### src/rtl/mmio_uart_pkg.sv
// rtl/mmio_uart_pkg.sv - register map, STATUS bit positions and FSM state types for mmio_uart
package mmio_uart_pkg;

    localparam logic [1:0] REG_TXDATA   = 2'd0;
    localparam logic [1:0] REG_RXDATA   = 2'd1;
    localparam logic [1:0] REG_STATUS   = 2'd2;
    localparam logic [1:0] REG_BAUD_DIV = 2'd3;

    localparam int ST_TX_FULL  = 0;
    localparam int ST_TX_EMPTY = 1;
    localparam int ST_TX_BUSY  = 2;
    localparam int ST_RX_VALID = 3;
    localparam int ST_OVERRUN  = 4;
    localparam int ST_FERR     = 5;

    typedef enum logic [1:0] {TX_IDLE, TX_START, TX_DATA, TX_STOP} tx_state_t;
    typedef enum logic [1:0] {RX_IDLE, RX_START, RX_DATA, RX_STOP} rx_state_t;

    // A divider below 2 would leave the RX half-bit counter with nothing to count.
    function automatic logic [15:0] clamp_div(input logic [15:0] v);
        return (v < 16'd2) ? 16'd2 : v;
    endfunction

endpackage

### src/rtl/mmio_uart_sync_fifo.sv
// rtl/mmio_uart_sync_fifo.sv - single-clock FIFO with extra-bit pointers for full/empty
module sync_fifo #(
    parameter int WIDTH = 8,
    parameter int DEPTH = 4
) (
    input  logic             clk,
    input  logic             rst,
    input  logic             push,
    input  logic [WIDTH-1:0] push_data,
    input  logic             pop,
    output logic [WIDTH-1:0] pop_data,
    output logic             full,
    output logic             empty
);

    localparam int AW = $clog2(DEPTH);
    localparam logic [AW:0] PTR_ONE = 1;

    logic [WIDTH-1:0] mem [DEPTH];
    logic [AW:0]      wr_ptr;
    logic [AW:0]      rd_ptr;

    assign empty    = (wr_ptr == rd_ptr);
    assign full     = (wr_ptr[AW] != rd_ptr[AW]) && (wr_ptr[AW-1:0] == rd_ptr[AW-1:0]);
    assign pop_data = mem[rd_ptr[AW-1:0]];

    always_ff @(posedge clk or posedge rst) begin
        if (rst) begin
            wr_ptr <= '0;
            rd_ptr <= '0;
        end else begin
            if (push && !full)
                wr_ptr <= wr_ptr + PTR_ONE;
            if (pop && !empty)
                rd_ptr <= rd_ptr + PTR_ONE;
        end
    end

    always_ff @(posedge clk) begin
        if (push && !full)
            mem[wr_ptr[AW-1:0]] <= push_data;
    end

endmodule

### src/rtl/mmio_uart.sv
// rtl/mmio_uart.sv - zero-wait MMIO UART: register decode, TX FIFO + 8N1 serialiser, RX deserialiser
module mmio_uart
    import mmio_uart_pkg::*;
#(
    parameter logic [31:0] BASE_ADDR   = 32'hFFFF_0000,
    parameter int          TX_DEPTH    = 4,
    parameter logic [15:0] DEFAULT_DIV = 16'd868,
    parameter int          DATA_WIDTH  = 32
) (
    input  logic                  i_clk,
    input  logic                  i_rst,
    input  logic [31:0]           i_mmio_addr,
    input  logic [DATA_WIDTH-1:0] i_mmio_data,
    input  logic                  i_mmio_wr_valid,
    output logic                  o_mmio_wr_ready,
    output logic [DATA_WIDTH-1:0] o_mmio_data,
    output logic                  o_mmio_rd_valid,
    input  logic                  i_mmio_rd_ready,
    output logic                  o_tx,
    input  logic                  i_rx
);

    logic       hit;
    logic [1:0] reg_sel;
    logic       tx_push, rx_pop, sts_wr;
    logic       fifo_full, fifo_empty, fifo_pop;
    logic [7:0] fifo_data;
    logic [15:0] baud_div;

    tx_state_t  tx_state;
    logic [15:0] tx_cnt;
    logic [7:0] tx_shift;
    logic [2:0] tx_bit;

    rx_state_t  rx_state;
    logic       rx_s1, rx_s2, rx_d;
    logic [15:0] rx_cnt;
    logic [7:0] rx_shift;
    logic [2:0] rx_bit;
    logic [7:0] rx_byte;
    logic       rx_valid, overrun, ferr;

    logic [5:0]            status;
    logic [DATA_WIDTH-1:0] rdata;
    logic                  data_unused;

    assign data_unused = ^i_mmio_data[DATA_WIDTH-1:16];

    assign reg_sel = i_mmio_addr[3:2];
    assign hit     = (i_mmio_addr[31:4] == BASE_ADDR[31:4]) && (i_mmio_addr[1:0] == 2'b00);

    // Full FIFO stalls the write even if the TX FSM pops this same cycle.
    assign o_mmio_wr_ready = hit && i_mmio_wr_valid && ((reg_sel != REG_TXDATA) || !fifo_full);
    assign o_mmio_rd_valid = hit && i_mmio_rd_ready;

    assign tx_push = o_mmio_wr_ready && (reg_sel == REG_TXDATA);
    assign sts_wr  = o_mmio_wr_ready && (reg_sel == REG_STATUS);
    assign rx_pop  = o_mmio_rd_valid && (reg_sel == REG_RXDATA);

    always_comb begin
        status              = '0;
        status[ST_TX_FULL]  = fifo_full;
        status[ST_TX_EMPTY] = fifo_empty && (tx_state == TX_IDLE);
        status[ST_TX_BUSY]  = (tx_state != TX_IDLE);
        status[ST_RX_VALID] = rx_valid;
        status[ST_OVERRUN]  = overrun;
        status[ST_FERR]     = ferr;
    end

    always_comb begin
        rdata = '0;
        if (o_mmio_rd_valid) begin
            case (reg_sel)
                REG_RXDATA:   if (rx_valid) rdata[7:0] = rx_byte;
                REG_STATUS:   rdata[5:0] = status;
                REG_BAUD_DIV: rdata[15:0] = baud_div;
                default:      rdata = '0;
            endcase
        end
    end
    assign o_mmio_data = rdata;

    always_ff @(posedge i_clk or posedge i_rst) begin
        if (i_rst)
            baud_div <= DEFAULT_DIV;
        else if (o_mmio_wr_ready && (reg_sel == REG_BAUD_DIV))
            baud_div <= clamp_div(i_mmio_data[15:0]);
    end

    sync_fifo #(.WIDTH(8), .DEPTH(TX_DEPTH)) u_tx_fifo (
        .clk       (i_clk),
        .rst       (i_rst),
        .push      (tx_push),
        .push_data (i_mmio_data[7:0]),
        .pop       (fifo_pop),
        .pop_data  (fifo_data),
        .full      (fifo_full),
        .empty     (fifo_empty)
    );

    // Pop in IDLE, or at the end of STOP so back-to-back frames have no gap.
    assign fifo_pop = !fifo_empty &&
                      ((tx_state == TX_IDLE) || ((tx_state == TX_STOP) && (tx_cnt == 16'd0)));

    always_ff @(posedge i_clk or posedge i_rst) begin
        if (i_rst) begin
            tx_state <= TX_IDLE;
            tx_cnt   <= '0;
            tx_shift <= '0;
            tx_bit   <= '0;
            o_tx     <= 1'b1;
        end else begin
            case (tx_state)
                TX_IDLE: begin
                    if (!fifo_empty) begin
                        tx_shift <= fifo_data;
                        tx_cnt   <= baud_div - 16'd1;
                        o_tx     <= 1'b0;
                        tx_state <= TX_START;
                    end
                end
                TX_START: begin
                    if (tx_cnt == 16'd0) begin
                        tx_cnt   <= baud_div - 16'd1;
                        o_tx     <= tx_shift[0];
                        tx_bit   <= 3'd0;
                        tx_state <= TX_DATA;
                    end else begin
                        tx_cnt <= tx_cnt - 16'd1;
                    end
                end
                TX_DATA: begin
                    if (tx_cnt == 16'd0) begin
                        tx_cnt <= baud_div - 16'd1;
                        if (tx_bit == 3'd7) begin
                            o_tx     <= 1'b1;
                            tx_state <= TX_STOP;
                        end else begin
                            tx_shift <= tx_shift >> 1;
                            o_tx     <= tx_shift[1];
                            tx_bit   <= tx_bit + 3'd1;
                        end
                    end else begin
                        tx_cnt <= tx_cnt - 16'd1;
                    end
                end
                TX_STOP: begin
                    if (tx_cnt == 16'd0) begin
                        if (!fifo_empty) begin
                            tx_shift <= fifo_data;
                            tx_cnt   <= baud_div - 16'd1;
                            o_tx     <= 1'b0;
                            tx_state <= TX_START;
                        end else begin
                            tx_state <= TX_IDLE;
                        end
                    end else begin
                        tx_cnt <= tx_cnt - 16'd1;
                    end
                end
                default: tx_state <= TX_IDLE;
            endcase
        end
    end

    always_ff @(posedge i_clk or posedge i_rst) begin
        if (i_rst) begin
            rx_s1 <= 1'b1;
            rx_s2 <= 1'b1;
            rx_d  <= 1'b1;
        end else begin
            rx_s1 <= i_rx;
            rx_s2 <= rx_s1;
            rx_d  <= rx_s2;
        end
    end

    always_ff @(posedge i_clk or posedge i_rst) begin
        if (i_rst) begin
            rx_state <= RX_IDLE;
            rx_cnt   <= '0;
            rx_shift <= '0;
            rx_bit   <= '0;
            rx_byte  <= '0;
            rx_valid <= 1'b0;
            overrun  <= 1'b0;
            ferr     <= 1'b0;
        end else begin
            if (rx_pop)
                rx_valid <= 1'b0;
            if (sts_wr && i_mmio_data[ST_OVERRUN])
                overrun <= 1'b0;
            if (sts_wr && i_mmio_data[ST_FERR])
                ferr <= 1'b0;

            case (rx_state)
                RX_IDLE: begin
                    if (rx_d && !rx_s2) begin
                        rx_cnt   <= (baud_div >> 1) - 16'd1;
                        rx_state <= RX_START;
                    end
                end
                RX_START: begin
                    if (rx_cnt == 16'd0) begin
                        if (!rx_s2) begin
                            rx_cnt   <= baud_div - 16'd1;
                            rx_bit   <= 3'd0;
                            rx_state <= RX_DATA;
                        end else begin
                            rx_state <= RX_IDLE;
                        end
                    end else begin
                        rx_cnt <= rx_cnt - 16'd1;
                    end
                end
                RX_DATA: begin
                    if (rx_cnt == 16'd0) begin
                        rx_shift <= {rx_s2, rx_shift[7:1]};
                        rx_cnt   <= baud_div - 16'd1;
                        if (rx_bit == 3'd7)
                            rx_state <= RX_STOP;
                        else
                            rx_bit <= rx_bit + 3'd1;
                    end else begin
                        rx_cnt <= rx_cnt - 16'd1;
                    end
                end
                RX_STOP: begin
                    if (rx_cnt == 16'd0) begin
                        rx_state <= RX_IDLE;
                        if (rx_s2) begin
                            // A same-cycle RXDATA pop frees the holding register for the new byte.
                            if (!rx_valid || rx_pop) begin
                                rx_byte  <= rx_shift;
                                rx_valid <= 1'b1;
                            end else begin
                                overrun <= 1'b1;
                            end
                        end else begin
                            ferr <= 1'b1;
                        end
                    end else begin
                        rx_cnt <= rx_cnt - 16'd1;
                    end
                end
                default: rx_state <= RX_IDLE;
            endcase
        end
    end

endmodule

### config.mk
export PLATFORM = sky130hd
export DESIGN_NAME = mmio_uart
export DESIGN_NICKNAME = d
export VERILOG_FILES = /design/src/rtl/mmio_uart_pkg.sv /design/src/rtl/mmio_uart_sync_fifo.sv /design/src/rtl/mmio_uart.sv
export SDC_FILE = /design/constraint.sdc
export NUM_CORES = 1
export LEC_CHECK = 0
export CAP_MARGIN = 10
export CORE_ASPECT_RATIO = 0.6
export CORE_UTILIZATION = 48
export DETAILED_ROUTE_END_ITERATION = 16
export PLACE_DENSITY = 0.74
export SLEW_MARGIN = 20
export SYNTH_ARGS = -nofsm -noshare
export SYNTH_HDL_FRONTEND = slang
export SYNTH_SLANG_ARGS = --single-unit
### constraint.sdc
create_clock -name i_clk -period 3.5 [get_ports i_clk]
set_clock_uncertainty 0.15 [all_clocks]
set_input_delay 1.05 -clock i_clk [delete_from_list [all_inputs] [get_ports i_clk]]
set_output_delay 1.05 -clock i_clk [all_outputs]
set_load 0.05 [all_outputs]
==> results.yml <==
logic_synthesis:
  yosys-top-cells-area: "dfrtp_1, edfxtp_1, mux2_2"
  synth.most_common_cell: "dfrtp_1"
  synth_common_cells: "dfrtp_1, nand2_1, o21ai_0"
  seq_area_frac_synth_pct: 45.1
  synth-async-reset-ratio_pct: 74.8
  syn_area_per_cell_um2: 10.1
  syn_area_um2: 7420
  synth_top_area_share_pct: 29.0
  syn_inst: 735
  yosys.area.top_type: "dfrtp_1"
  synth_edf_count: 32
  synth_top_flop_cell: "dfrtp_1"
  ys_types: 71
  yosys_register_bits: 127
  yosys_warnings: 0
global_route:
  grt_max_degree: 32
  grt_pass1_vias: 6148
  antenna_found_initial: 0
  grt_usage_pct: 26.9
  grt_pass1_wl_um: 32900
  grt.overflow.total: 0
die:
  boundaryPins: 104
  fp.dieH_um: 98.3
  coreArea_um2: 14800
  dieArea_um2: 16000
  start_util_pct: 50.1
  die_w_um: 163
  rows: 34
placed_design:
  place_ws_ns: -0.598
  place_congestion: 0.956
  dp_hpwl_um: 15400
  place_inst: 1007
  portBuffers: 71
cells_and_area:
  final_cells: 1039
  final_core_util_pct: 63.8
  final_nets: 919
  drive_gt1_share_pct: 23.9
  area.growth.synth_to_final_pct: 27.2
  num_antenna_cells: 0
worst_setup_path:
  crit_arrival_ns: 2.47
  end_kind: "output pin"
  crit_end: "o_mmio_data[9]"
  critPathLaunchType: "input port"
  r2r_cells: 9
  crit_path_cell_trace: "buf_6, nand4b_1, nor4_4, nand4_1, nor2_2, buf_6, and2_4, buf_12"
  r2r-start: "tx_cnt[0]$_DFF_PP0_"
  slowest_delay_ns: 0.32
  crit_path_max_fanout: 8
  crit_path_top_delay_cell: "nor4_4"
  cp_common_cell: "buf_6"
  critPathLaunch: "i_mmio_addr[0]"
  required_ns: 2.30
  worstSetupPathType: "in -> out"
  reg2reg_slack_ns: 0.31
  reg2reg_to: "tx_cnt[10]$_DFF_PP0_"
clock_tree:
  clock_latency_ns: 0.43
  ctsHoldBuffers: 0
  cts.path.max_buffers: 2
  cts_buffers: 17
  cts_tree: "built"
  clk_pin_slew_worst_paths_ns: 0.06
  cts.htree.levels: 4
  cts_num_sinks: 127
  cts-root-buf: "clkbuf_16"
pwr:
  power_switching_mw: 1.77
  switching_share_pct: 34.8
  p_comb_share_pct: 29.2
  leakagePower_nw: 3.91
  seqPwrFrac_pct: 35.6
  p_int_mw: 3.30
  power.density_nw_per_um2: 537
  clock_power_share_pct: 35.2
  ir_worst_vdd_uv: 333
worst_hold_path:
  hold_path_class: "reg -> reg"
route:
  post-route-drc-count: 0
  drt_iter0_drc: 686
  via_count: 6344
  via_per_inst: 6.11
  wl_per_cell_um: 20.1
  first_pass_iters: 5
  wl_um: 20900
  antenna_left: 0
sta:
  setup_slack_ns: -0.172
  finalSetupViolations: 16
  fin_crit_ns: 3.67
  rsz0062_at_grt: "yes"
  max-slew-margin-rel_pct: 41.7
  finalMaxSlewViolations: 0
  max_freq_mhz: 272
  finalHoldViolations: 0
  min_period_over_period_pct: 105
  worstMarginPinSlew_ns: 0.866
run:
  cap_violations: 0
outcome:
  violations: "negative setup slack"
  status: "complete, but fails checks"
-- worst max-delay path: cells and delay by family --
| family | cells | cell delay (ns) |
|---|---|---|
| buffers and inverters | 3 | 0.40 |
| and+or+nand+nor | 5 | 1.02 |
-- cell usage in the layout, fill, tap and decap left out, types with 23 or more instances in the layout --
cell type,synthesis,routed
a21oi_1,31,29
buf_12,0,25
buf_4,18,32
dfrtp_1,86,86
edfxtp_1,32,32
inv_1,26,25
mux2_2,31,31
nand2_1,70,70
nand3_1,24,23
nor2_1,46,36
o21ai_0,48,47
xnor2_1,26,26
-- worst min-delay path by stage --
stage | depth (start not counted) | slack [ns] | end | from
6_report | 0 | 0.21 | rx_s2$_DFF_PP1_ | rx_s1$_DFF_PP1_
5_1_grt | 0 | 0.21 | rx_s2$_DFF_PP1_ | rx_s1$_DFF_PP1_
4_1_cts | 0 | 0.21 | rx_s2$_DFF_PP1_ | rx_s1$_DFF_PP1_
3_5_place_dp | 0 | 0.21 | rx_s2$_DFF_PP1_ | rx_s1$_DFF_PP1_
3_3_place_gp | 0 | 0.20 | rx_s2$_DFF_PP1_ | rx_s1$_DFF_PP1_
2_1_floorplan | 0 | 0.20 | rx_s2$_DFF_PP1_ | rx_s1$_DFF_PP1_
-- registers in the layout (all words and copies together) (netlist names), 2 cells and up, named ones only --
register and cells:
u_tx_fifo.mem 32, baud_div 16, rx_cnt 16, tx_cnt 16, rx_byte 8, rx_shift 8
tx_shift 8, rx_bit 3, tx_bit 3, u_tx_fifo.rd_ptr 3, u_tx_fifo.wr_ptr 3, tx_state 2
-- final cells by class --
type	instances	area [um^2]
well taps	198	248
multi-input cells	543	3930
repair buffers	113	1230
fillers	1154	5360
clock buffers	18	433
flip-flops and latches	127	3350
inverters	26	101
clock inverters	14	156
-- what timing repair did --
| item | in CTS | in global routing |
|---|---|---|
| gates cloned | 0 | 0 |
| setup buffers | 1 | 0 |
| gates resized for setup | 81 | 16 |
| endpoints found under the setup margin | 18 | 18 |
| pin swaps | 13 | 8 |
-- metrics by stage --
step                      hold WS [ns]  power [mW]  instance area, um^2  TNS (ns)
after global routing             0.215        5.29                 9450     -3.32
after detailed placement         0.206        3.27                 8820    -18.59
after CTS                        0.215        5.04                 9410     -2.27
final                            0.214        5.07                 9450     -2.20
after global placement           0.199        3.22                 8820    -15.51
after floorplan                  0.195        2.83                 7570    -0.782
-- power by group through the flow --
| stage | Combinational [mW] | Sequential [mW] | Clock (mW) |
|---|---|---|---|
| after floorplan | 1.04 | 1.79 | 0 |
| after global placement | 1.41 | 1.81 | 0 |
| after detailed placement | 1.45 | 1.82 | 0 |
| after CTS | 1.45 | 1.80 | 1.79 |
| after global routing | 1.62 | 1.82 | 1.85 |
| final | 1.48 | 1.81 | 1.78 |
-- cell families after synthesis --
logic type	count (synthesis)	synth area share (%)
simple gates	246	17.6
flops	127	45.1
compound gates	168	14.8
fa+ha+maj	22	3.71
other cells	1	0.0505
xor+xnor	41	4.84
buf+inv	80	5.28
mux	50	8.61
-- routing by layer --
metal  share of wire [%]  vias to the layer above  track usage, %
met3                 8.3                       24            5.23
met4                 1.2                        0            8.41
li1                    -                     2877               -
met5                   0                        -               0
met1                  46                     3111            39.0
met2                  45                      332            40.7
Power figures use the tool's default switching activity.
